`config.mk`:
```
export PLATFORM = sky130hd
export DESIGN_NAME = pipe_ctrl
export DESIGN_NICKNAME = d
export VERILOG_FILES = /design/src/rtl/pipe_pkg.sv /design/src/rtl/hazard_detect.sv /design/src/rtl/pipe_ctrl.sv
export SDC_FILE = /design/constraint.sdc
export NUM_CORES = 1
export LEC_CHECK = 0
export CAP_MARGIN = 0
export CORE_MARGIN = 4
export CORE_UTILIZATION = 33
export DETAILED_ROUTE_END_ITERATION = 8
export HOLD_SLACK_MARGIN = 0.02
export MAX_ROUTING_LAYER = met4
export PLACE_DENSITY = 0.71
export SLEW_MARGIN = 40
export SYNTH_ARGS = -nofsm -noshare
export SYNTH_HDL_FRONTEND = slang
export SYNTH_SLANG_ARGS = --single-unit
```
`constraint.sdc`:
```
create_clock -name clk -period 2.05 [get_ports clk]
set_input_delay 0.41 -clock clk [delete_from_list [all_inputs] [get_ports clk]]
set_output_delay 0.41 -clock clk [all_outputs]
set_load 0.02 [all_outputs]
```
`src/rtl/pipe_pkg.sv`:
```
// Shared definitions for the pipeline controller: FSM state encoding and the
// packed layout of the stage-control outputs.
package pipe_pkg;

  typedef enum logic [1:0] {
    RUN      = 2'd0,
    MEM_WAIT = 2'd1,
    ERROR    = 2'd2
  } state_t;

  // Control bundle order: {pc_en, ifid_en, idex_en, exmem_en, memwb_en,
  //                        ifid_flush, idex_flush, memwb_bubble}
  localparam logic [7:0] CTRL_NORM   = 8'b11111_000;
  localparam logic [7:0] CTRL_LDUSE  = 8'b00111_010;
  localparam logic [7:0] CTRL_BRANCH = 8'b11111_110;
  localparam logic [7:0] CTRL_FREEZE = 8'b00001_001;
  localparam logic [7:0] CTRL_HALT   = 8'b00000_000;
  localparam logic [7:0] CTRL_RESET  = 8'b00000_111;

endpackage

```
`src/rtl/hazard_detect.sv`:
```
// Load-use hazard compare: the EX-stage load writes a register that the
// ID-stage instruction is about to read. x0 never creates a dependency.
module hazard_detect (
  input  logic [4:0] id_rs1,
  input  logic [4:0] id_rs2,
  input  logic       id_uses_rs1,
  input  logic       id_uses_rs2,
  input  logic [4:0] ex_rd,
  input  logic       ex_is_load,
  output logic       load_use
);

  logic [4:0] src_reg  [2];
  logic [1:0] src_used;
  logic [1:0] src_hit;

  assign src_reg[0]  = id_rs1;
  assign src_reg[1]  = id_rs2;
  assign src_used    = {id_uses_rs2, id_uses_rs1};

  // One comparator per source operand
  genvar gi;
  generate
    for (gi = 0; gi < 2; gi++) begin : g_src
      assign src_hit[gi] = src_used[gi] && (src_reg[gi] == ex_rd);
    end
  endgenerate

  assign load_use = ex_is_load && (ex_rd != 5'd0) && (|src_hit);

endmodule

```
`src/rtl/pipe_ctrl.sv`:
```
// Pipeline stall/flush controller: load-use stalls, taken-branch flushes,
// memory-wait freeze with timeout into a sticky error state.
module pipe_ctrl #(
  parameter int unsigned MEM_TIMEOUT = 15
) (
  input  logic        clk,
  input  logic        rst,
  input  logic [4:0]  id_rs1,
  input  logic [4:0]  id_rs2,
  input  logic        id_uses_rs1,
  input  logic        id_uses_rs2,
  input  logic [4:0]  ex_rd,
  input  logic        ex_is_load,
  input  logic        ex_branch_taken,
  input  logic        mem_req,
  input  logic        mem_ready,
  output logic        pc_en,
  output logic        ifid_en,
  output logic        idex_en,
  output logic        exmem_en,
  output logic        memwb_en,
  output logic        ifid_flush,
  output logic        idex_flush,
  output logic        memwb_bubble,
  output logic        err,
  output logic [15:0] stall_count
);
  import pipe_pkg::*;

  localparam logic [8:0] TIMEOUT_LIM = 9'(MEM_TIMEOUT);

  state_t      state_reg, state_next;
  logic [7:0]  wait_cnt_reg, wait_cnt_next;
  logic [15:0] stall_count_reg;
  logic [7:0]  ctrl;
  logic        load_use;
  logic        freeze;
  logic        halt;

  hazard_detect u_hazard (
    .id_rs1      (id_rs1),
    .id_rs2      (id_rs2),
    .id_uses_rs1 (id_uses_rs1),
    .id_uses_rs2 (id_uses_rs2),
    .ex_rd       (ex_rd),
    .ex_is_load  (ex_is_load),
    .load_use    (load_use)
  );

  // Next state, wait counter and stage controls; memory ready wins over timeout
  always_comb begin
    state_next    = state_reg;
    wait_cnt_next = wait_cnt_reg;
    freeze        = 1'b0;
    halt          = 1'b0;
    ctrl          = CTRL_NORM;
    case (state_reg)
      RUN: begin
        if (mem_req && !mem_ready) begin
          freeze        = 1'b1;
          state_next    = MEM_WAIT;
          wait_cnt_next = 8'd0;
        end
      end
      MEM_WAIT: begin
        if (mem_ready) begin
          state_next = RUN;
        end else begin
          freeze = 1'b1;
          if (({1'b0, wait_cnt_reg} + 9'd1) >= TIMEOUT_LIM)
            state_next = ERROR;
          else
            wait_cnt_next = wait_cnt_reg + 8'd1;
        end
      end
      ERROR:   halt = 1'b1;
      default: state_next = RUN;
    endcase

    // While frozen the ID/EX hazards are stale and deliberately ignored
    if (rst)                  ctrl = CTRL_RESET;
    else if (halt)            ctrl = CTRL_HALT;
    else if (freeze)          ctrl = CTRL_FREEZE;
    else if (ex_branch_taken) ctrl = CTRL_BRANCH;
    else if (load_use)        ctrl = CTRL_LDUSE;
  end

  assign {pc_en, ifid_en, idex_en, exmem_en, memwb_en,
          ifid_flush, idex_flush, memwb_bubble} = ctrl;
  assign err         = (state_reg == ERROR);
  assign stall_count = stall_count_reg;

  // State, wait counter and saturating stall counter
  always_ff @(posedge clk) begin
    if (rst) begin
      state_reg       <= RUN;
      wait_cnt_reg    <= 8'd0;
      stall_count_reg <= 16'd0;
    end else begin
      state_reg    <= state_next;
      wait_cnt_reg <= wait_cnt_next;
      if (!pc_en && (stall_count_reg != 16'hFFFF))
        stall_count_reg <= stall_count_reg + 16'd1;
    end
  end

endmodule

```
# --- After elaboration in Yosys (flattened, before gate mapping) ---
# Index checks and enable logic that the tools add are counted.
totals:
  input_bits: 23
  wordCells: 48
  output_inout_bits: 25
  regBits: 26
classes:
  magnitude_cmp: 1
  eq_ne: 9
  bitwise_logic: 1
  n_mux: 17
  n_reduce_logical: 14
  n_addsub: 3
op_table:
  columns: ["operator", "count"]
  rows:
  - ["$mux W8", 8]
  - ["$add A16 B1 Y16 const B", 1]
  - ["$ne A16 B16 Y1 const B", 1]
  - ["$pmux W8 S2", 1]
  - ["$eq A5 B5 Y1", 2]
  - ["$add A8 B1 Y9 const B", 1]
  - ["$ge A9 B4 Y1 const B", 1]
  - ["$add A8 B1 Y8 const B", 1]
  - ["$logic_and A1 B1 Y1", 6]
  - ["$mux W2", 3]
  - ["$ne A2 B2 Y1 const B", 3]
  - ["$pmux W2 S3", 1]
  - ["$reduce_bool A5 Y1", 1]
  - ["$reduce_and A4 Y1", 1]
  - ["$mux W1", 3]
  - ["$ne A3 B3 Y1 const B", 1]
  - ["$reduce_and A3 Y1", 1]
  - ["$eq A2 B1 Y1 const B", 1]
  - ["$eq A2 B2 Y1 const B", 1]
  - ["$logic_not A1 Y1", 2]
  - ["$logic_not A2 Y1", 1]
  - ["$pmux W1 S2", 1]
  - ["$reduce_bool A2 Y1", 1]
  - ["$reduce_or A2 Y1", 1]
  - ["$not A1 Y1", 1]

# --- Logic depth before layout (Yosys ltp) ---
depth:
  ltp_word: 11
  depth_mapped: 10
  mapped_depth_nobuf: 8

# --- Cells and area by module ---
# Synthesis repeated with hierarchy kept, for this count alone.
hier_totals:
  cells_unflattened: 179
  hier_area_um2: 1503.9
modules_own_cells:
  columns: ["mod", "seq_area_each_um2", "cells_each", "instances", "area_per_inst_um2"]
  rows:
  - ["pipe_ctrl", 520.5, 162, 1, 1370.1]
  - ["hazard_detect", 0.0, 17, 1, 133.9]

# --- Worst setup path before layout ---
# OpenSTA, ideal clock, no wires.
synth_timing:
  kind: "reg2out"
  start: "register state_reg[0]"
  end: "output port pc_en"
  path_stages_with_launch: 6
  n_path_buf: 2
  arrival_time_ns: 2.013
  t_required_ns: 1.640
  path_slack_ns: -0.373
  cell_sequence: "dfxtp_1 > buf_2 > or2_1 > a211oi_2 > a21boi_0 > buf_4"
synth_between:
  elab_chain_cells: 5
  word_cells_on_any_way: 8
  cone_classes: "eq/ne (2); mux (5); reduce/logical (1)"
synth_lines:
  columns: ["element", "line_no", "rtl"]
  rows:
  - ["start: declaration", "pipe_ctrl.sv:32", "state_t state_reg, state_next;"]
  - ["start signal: assignment", "pipe_ctrl.sv:100", "state_reg <= state_next;"]
  - ["$eq A2 B1 Y1 / $logic_not A2 Y1 (equally long branches)", "pipe_ctrl.sv:57", "case (state_reg)"]
  - ["$pmux W1 S2", "pipe_ctrl.sv:57", null]
  - ["$mux W8", "pipe_ctrl.sv:83", "else if (freeze) ctrl = CTRL_FREEZE;"]
  - ["$mux W8 (*)", "pipe_ctrl.sv:82", "else if (halt) ctrl = CTRL_HALT;"]
  - ["$mux W8 (*)", "pipe_ctrl.sv:81", "if (rst) ctrl = CTRL_RESET;"]
  - ["end: declaration", "pipe_ctrl.sv:17", "output logic pc_en,"]
# Every way passes the cells marked *; elsewhere a longest branch is shown, timed or not.

# --- Worst setup path after layout ---
layout_timing:
  start: "input port ex_rd[4]"
  end: "output port idex_flush"
layout_between:
  elab_chain_cells: 9
  word_cells_on_any_way: 13
  cone_classes: "eq/ne (2); mux (5); reduce/logical (6)"
layout_lines:
  columns: ["element", "line_no", "rtl"]
  rows:
  - ["start: declaration", "pipe_ctrl.sv:12", "input logic [4:0] ex_rd,"]
  - ["$eq A5 B5 Y1", "hazard_detect.sv:25", "assign src_hit[gi] = src_used[gi] && (src_reg[gi] == ex_rd);"]
  - ["$logic_and A1 B1 Y1", "hazard_detect.sv:25", null]
  - ["$reduce_or A2 Y1", "hazard_detect.sv:29", "assign load_use = ex_is_load && (ex_rd != 5'd0) && (|src_hit);"]
  - ["$logic_and A1 B1 Y1 (*)", "hazard_detect.sv:29", null]
  - ["$mux W8 (*)", "pipe_ctrl.sv:85", "else if (load_use) ctrl = CTRL_LDUSE;"]
  - ["$mux W8 (*)", "pipe_ctrl.sv:84", "else if (ex_branch_taken) ctrl = CTRL_BRANCH;"]
  - ["$mux W8 (*)", "pipe_ctrl.sv:83", null]
  - ["$mux W8 (*)", "pipe_ctrl.sv:82", null]
  - ["$mux W8 (*)", "pipe_ctrl.sv:81", null]
  - ["end: declaration", "pipe_ctrl.sv:23", "output logic idex_flush,"]
# Marks and branches as above.

==> metrics.sh <==
TIMING_WORST_SETUP_PATH_TYPE='primary input to primary output'
SWITCHING_SHARE=0.2509
FINALMAXSLEWVIOLATIONS=0
STATUS='finished, violations left'
BUFFER_PORTS.INSERTED=47
CRITICAL-PATH-TOP-CELL-BY-COUNT='sky130_fd_sc_hd__buf_6'
MINIMUM_HOLD_SLACK_NS=0.5002
ROWS=24
FLIP_FLOP_COUNT_OF_THE_LARGEST_REGISTER_ALL_COPIES_AND_WORDS_ADDED=16
TRITONCTS.NUM_BUFFERS=3
GRT_FIRST_PASS_WIRELENGTH_MM=7.686
SETUP_SLACK_NS=-0.04742
SYNTH_FLOP_CELL='sky130_fd_sc_hd__dfxtp_1'
VIOLATED_CHECKS='negative setup slack'
DIE_AREA_UM2=5989
MAX_CAP_VIOL_COUNT=0
GRT_PASS1_VIAS=1618
FINAL.SETUP_SKEW_NS=0.01557
CRITICAL_PATH.ENDPOINT_TYPE='primary output'
DR_TOTAL_VIAS=1698
STDCELL_COUNT=317
YS_WARN_COUNT=0
SYN_AREA_CELL_UM2=8.233
ANTENNA_NETS_POST_ROUTE=0
GRT.TOTAL_USAGE=0.1575
WL_MM=4.653
DR.FIRST_ITER.DRC_COUNT=64
POWER_TOTAL_mW=1.219
DIEHEIGHT_UM=77.39
SYNTHMOSTINSTANTIATEDCELL='sky130_fd_sc_hd__dfxtp_1'
DPL.HPWL_MM=3.307
POWER_SWITCHING_mW=0.3059
FIRST_PASS_ITERS=4
FILLER_CELL_COUNT=429
CLOCK_LATENCY_LATE_SINK_NS=0.28
WORST-ENDPOINT-REQUIRED_NS=1.64
NETS=292
ROUTE.DETAILED.VIAS_PER_INST=5.356
VDD_IR_DROP_MAX_uV=287.8
CRIT_FANOUT=3
TRITONCTS='built'
YOSYS-TOP-CELLS-AREA='sky130_fd_sc_hd__dfxtp_1, sky130_fd_sc_hd__xnor2_1, sky130_fd_sc_hd__or3_1, sky130_fd_sc_hd__a21oi_1, sky130_fd_sc_hd__and3_1'
INTERNAL-POWER_mW=0.9131
SYNTHESIS.INSTANCES=193
SYNTHESIS.AREA_UM2=1589
AREAGROWTHSYNTHTOFINISH_PCT=54.96
FMAX_GHz=0.4768
SYNTH_TOP_AREA_FRAC=0.3276
GRT_START_MAX_NET_PINS=19
FINALCRITICALPERIOD_NS=2.097
SEQCELLAREA_UM2=524.3
PWR-SHARE-CLK=0.355
SYNTH_TOP_CELLS_BY_COUNT='sky130_fd_sc_hd__dfxtp_1, sky130_fd_sc_hd__nor2_1, sky130_fd_sc_hd__a21oi_1, sky130_fd_sc_hd__or3_1, sky130_fd_sc_hd__xnor2_1'
NUMPLACEDINSTANCES=307
SYNTH-EDFF-COUNT=0
MAXIMUM_CELL_STAGE_DELAY_ALONG_THE_CRITICAL_PATH_NS=0.53
TIGHTEST_SLEW_NS=0.3584
SYNTH-ASYNC-RESET-RATIO=0
SEQPWRFRAC=0.430
OVERFLOW=0
CELLLEAKAGEPOWER_nW=0.9839
FINALHOLDVIOLATIONS=0
FP.DIEW_UM=77.39
DRIVE_GT1_FRAC=0.2717
MULTI_INPUT_COMB_AREA_UM2=1090
GRT_SETUP_UNREPAIRED='yes'
WORST_EP_ARRIVAL_TIME_NS=1.69
TOP_LEVEL_PORTS=48
WORST_PATH_MAX_DELAY_CELL='sky130_fd_sc_hd__or4_4'
CLOCK_TREE.HTREE_LEVEL_COUNT=1
PER_CELL_ROUTED_WIRE_LENGTH_UM=14.68
FINALSETUPVIOLCOUNT=2
SYNTH_SEQUENTIAL_AREA_RATIO=0.3276
WORSTPATHCELLLIST='buf_6 > or4_4 > o21ai_4 > buf_6 > nor3_2 > a21o_1 > buf_6'
POWER.COMBINATIONAL.FRACTION=0.215
SETUP.WORST_PATH.START_CLASS='primary input'
FLOORPLAN.CORE_AREA_UM2=4504
SYNTH_CELL_TYPE_COUNT=46
POWER_DENSITY_nW_PER_UM2=495.1
CTSROOTBUFFERMASTER='sky130_fd_sc_hd__clkbuf_8'
SYNTH_TOP_AREA_CELL='sky130_fd_sc_hd__dfxtp_1'
LAYOUT.CORE_UTILIZATION=0.5467
FIN_CRIT_SH=1.023
REMAINING_DRC_ERRORS=0
CTS_MAX_PATH_BUFFERS=2
SYNTH-SEQ-CELLS=26
ANTENNADIODECOUNT=0
MIN_PATH_TYPE='flip-flop to flip-flop'
MAXSLEWHEADROOM=0.7594
FINALWEIGHTEDCONGESTION=0.8270
CTS.SINKS=26
GRT_ANTENNA_BEFORE_REPAIR=0
FLOORPLAN.INITIALDENSITY=0.3528
CLK_PIN_SLEW_WORST_PATHS_NS=0.08
POSTSYNTHNETCOUNT=219
HOLD_BUF_COUNT_CTS=0
-- worst max-delay path: cells and delay by family --
family	cells	cell delay, ns
AO/OA/AOI/OAI	2	0.37
AND/OR/NAND/NOR	2	0.56
buffers and inverters	3	0.34
-- timing repair --
action	in CTS	in global routing
resized for setup	70	22
setup endpoints to repair	24	30
pin swaps	23	17
buffers inserted	3	2
cloned	2	0
-- cells by family (layout without fill, tap and decap cells) --
group | Yosys count | after routing | synth area share
mux | 4 | 4 | 0.02913
buf+inv | 15 | 86 | 0.05354
compound gates | 47 | 48 | 0.1906
simple gates | 85 | 85 | 0.3039
xor+xnor | 13 | 13 | 0.07165
fa+ha+maj | 3 | 3 | 0.02362
flops | 26 | 26 | 0.3276
-- placed cells by master (no fill, tap or decap), drive strengths merged, types with 4 or more instances in the layout --
cell type / instances
or3: 12
clkdlybuf4s50: 21
nor3: 7
dlygate4sd2: 13
xnor2: 11
and2: 6
dfxtp: 26
nand3: 9
a21oi: 15
nor2b: 4
nand4: 9
buf: 39
and3: 9
o21ai: 14
clkbuf: 7
nor2: 14
nand2: 7
-- power groups by stage --
stage	Clock (mW)	Combinational, mW	Sequential, mW
2_1_floorplan	0	0.112	0.542
3_3_place_gp	0	0.236	0.535
3_5_place_dp	0	0.239	0.535
4_1_cts	0.441	0.251	0.524
5_1_grt	0.460	0.282	0.526
6_report	0.433	0.262	0.525
-- routing by layer --
metal | GRT usage | routed length, um
met5 | - | 0
met3 | 0.03588 | 140
met1 | 0.1873 | 2038
met2 | 0.2746 | 2438
met4 | 0.02847 | 36
-- cell type report --
type / count / share of cell area
flip-flops and latches: 26 / 0.2129
clock inverters: 1 / 0.01220
repair buffers: 79 / 0.2846
well taps: 52 / 0.02642
clock buffers: 3 / 0.01677
multi-input cells: 153 / 0.4426
inverters: 3 / 0.004573
-- stage by stage --
step                      worst slack (ns)      TNS, ns  instance area (um2)
after floorplan                -0.00003797  -0.00003797                 1600
after global placement             -0.7207       -11.44                 2265
after detailed placement           -0.7592       -12.16                 2265
after CTS                         -0.03776     -0.08618                 2409
after global routing               -0.1009      -0.7399                 2462
final                             -0.04742     -0.09126                 2462
-- path summary, 6_finish.rpt --
check,start,end,slack (ns),cells after the start
setup reg to reg,stall_count[1],stall_count[10],0,8
hold / removal,wait_cnt_reg[7],wait_cnt_reg[7],0.50,1
setup / recovery,ex_rd[4],idex_flush,-0.05,7
hold reg to reg,wait_cnt_reg[7],wait_cnt_reg[7],0.50,1
(Power assumes the default switching activity.)
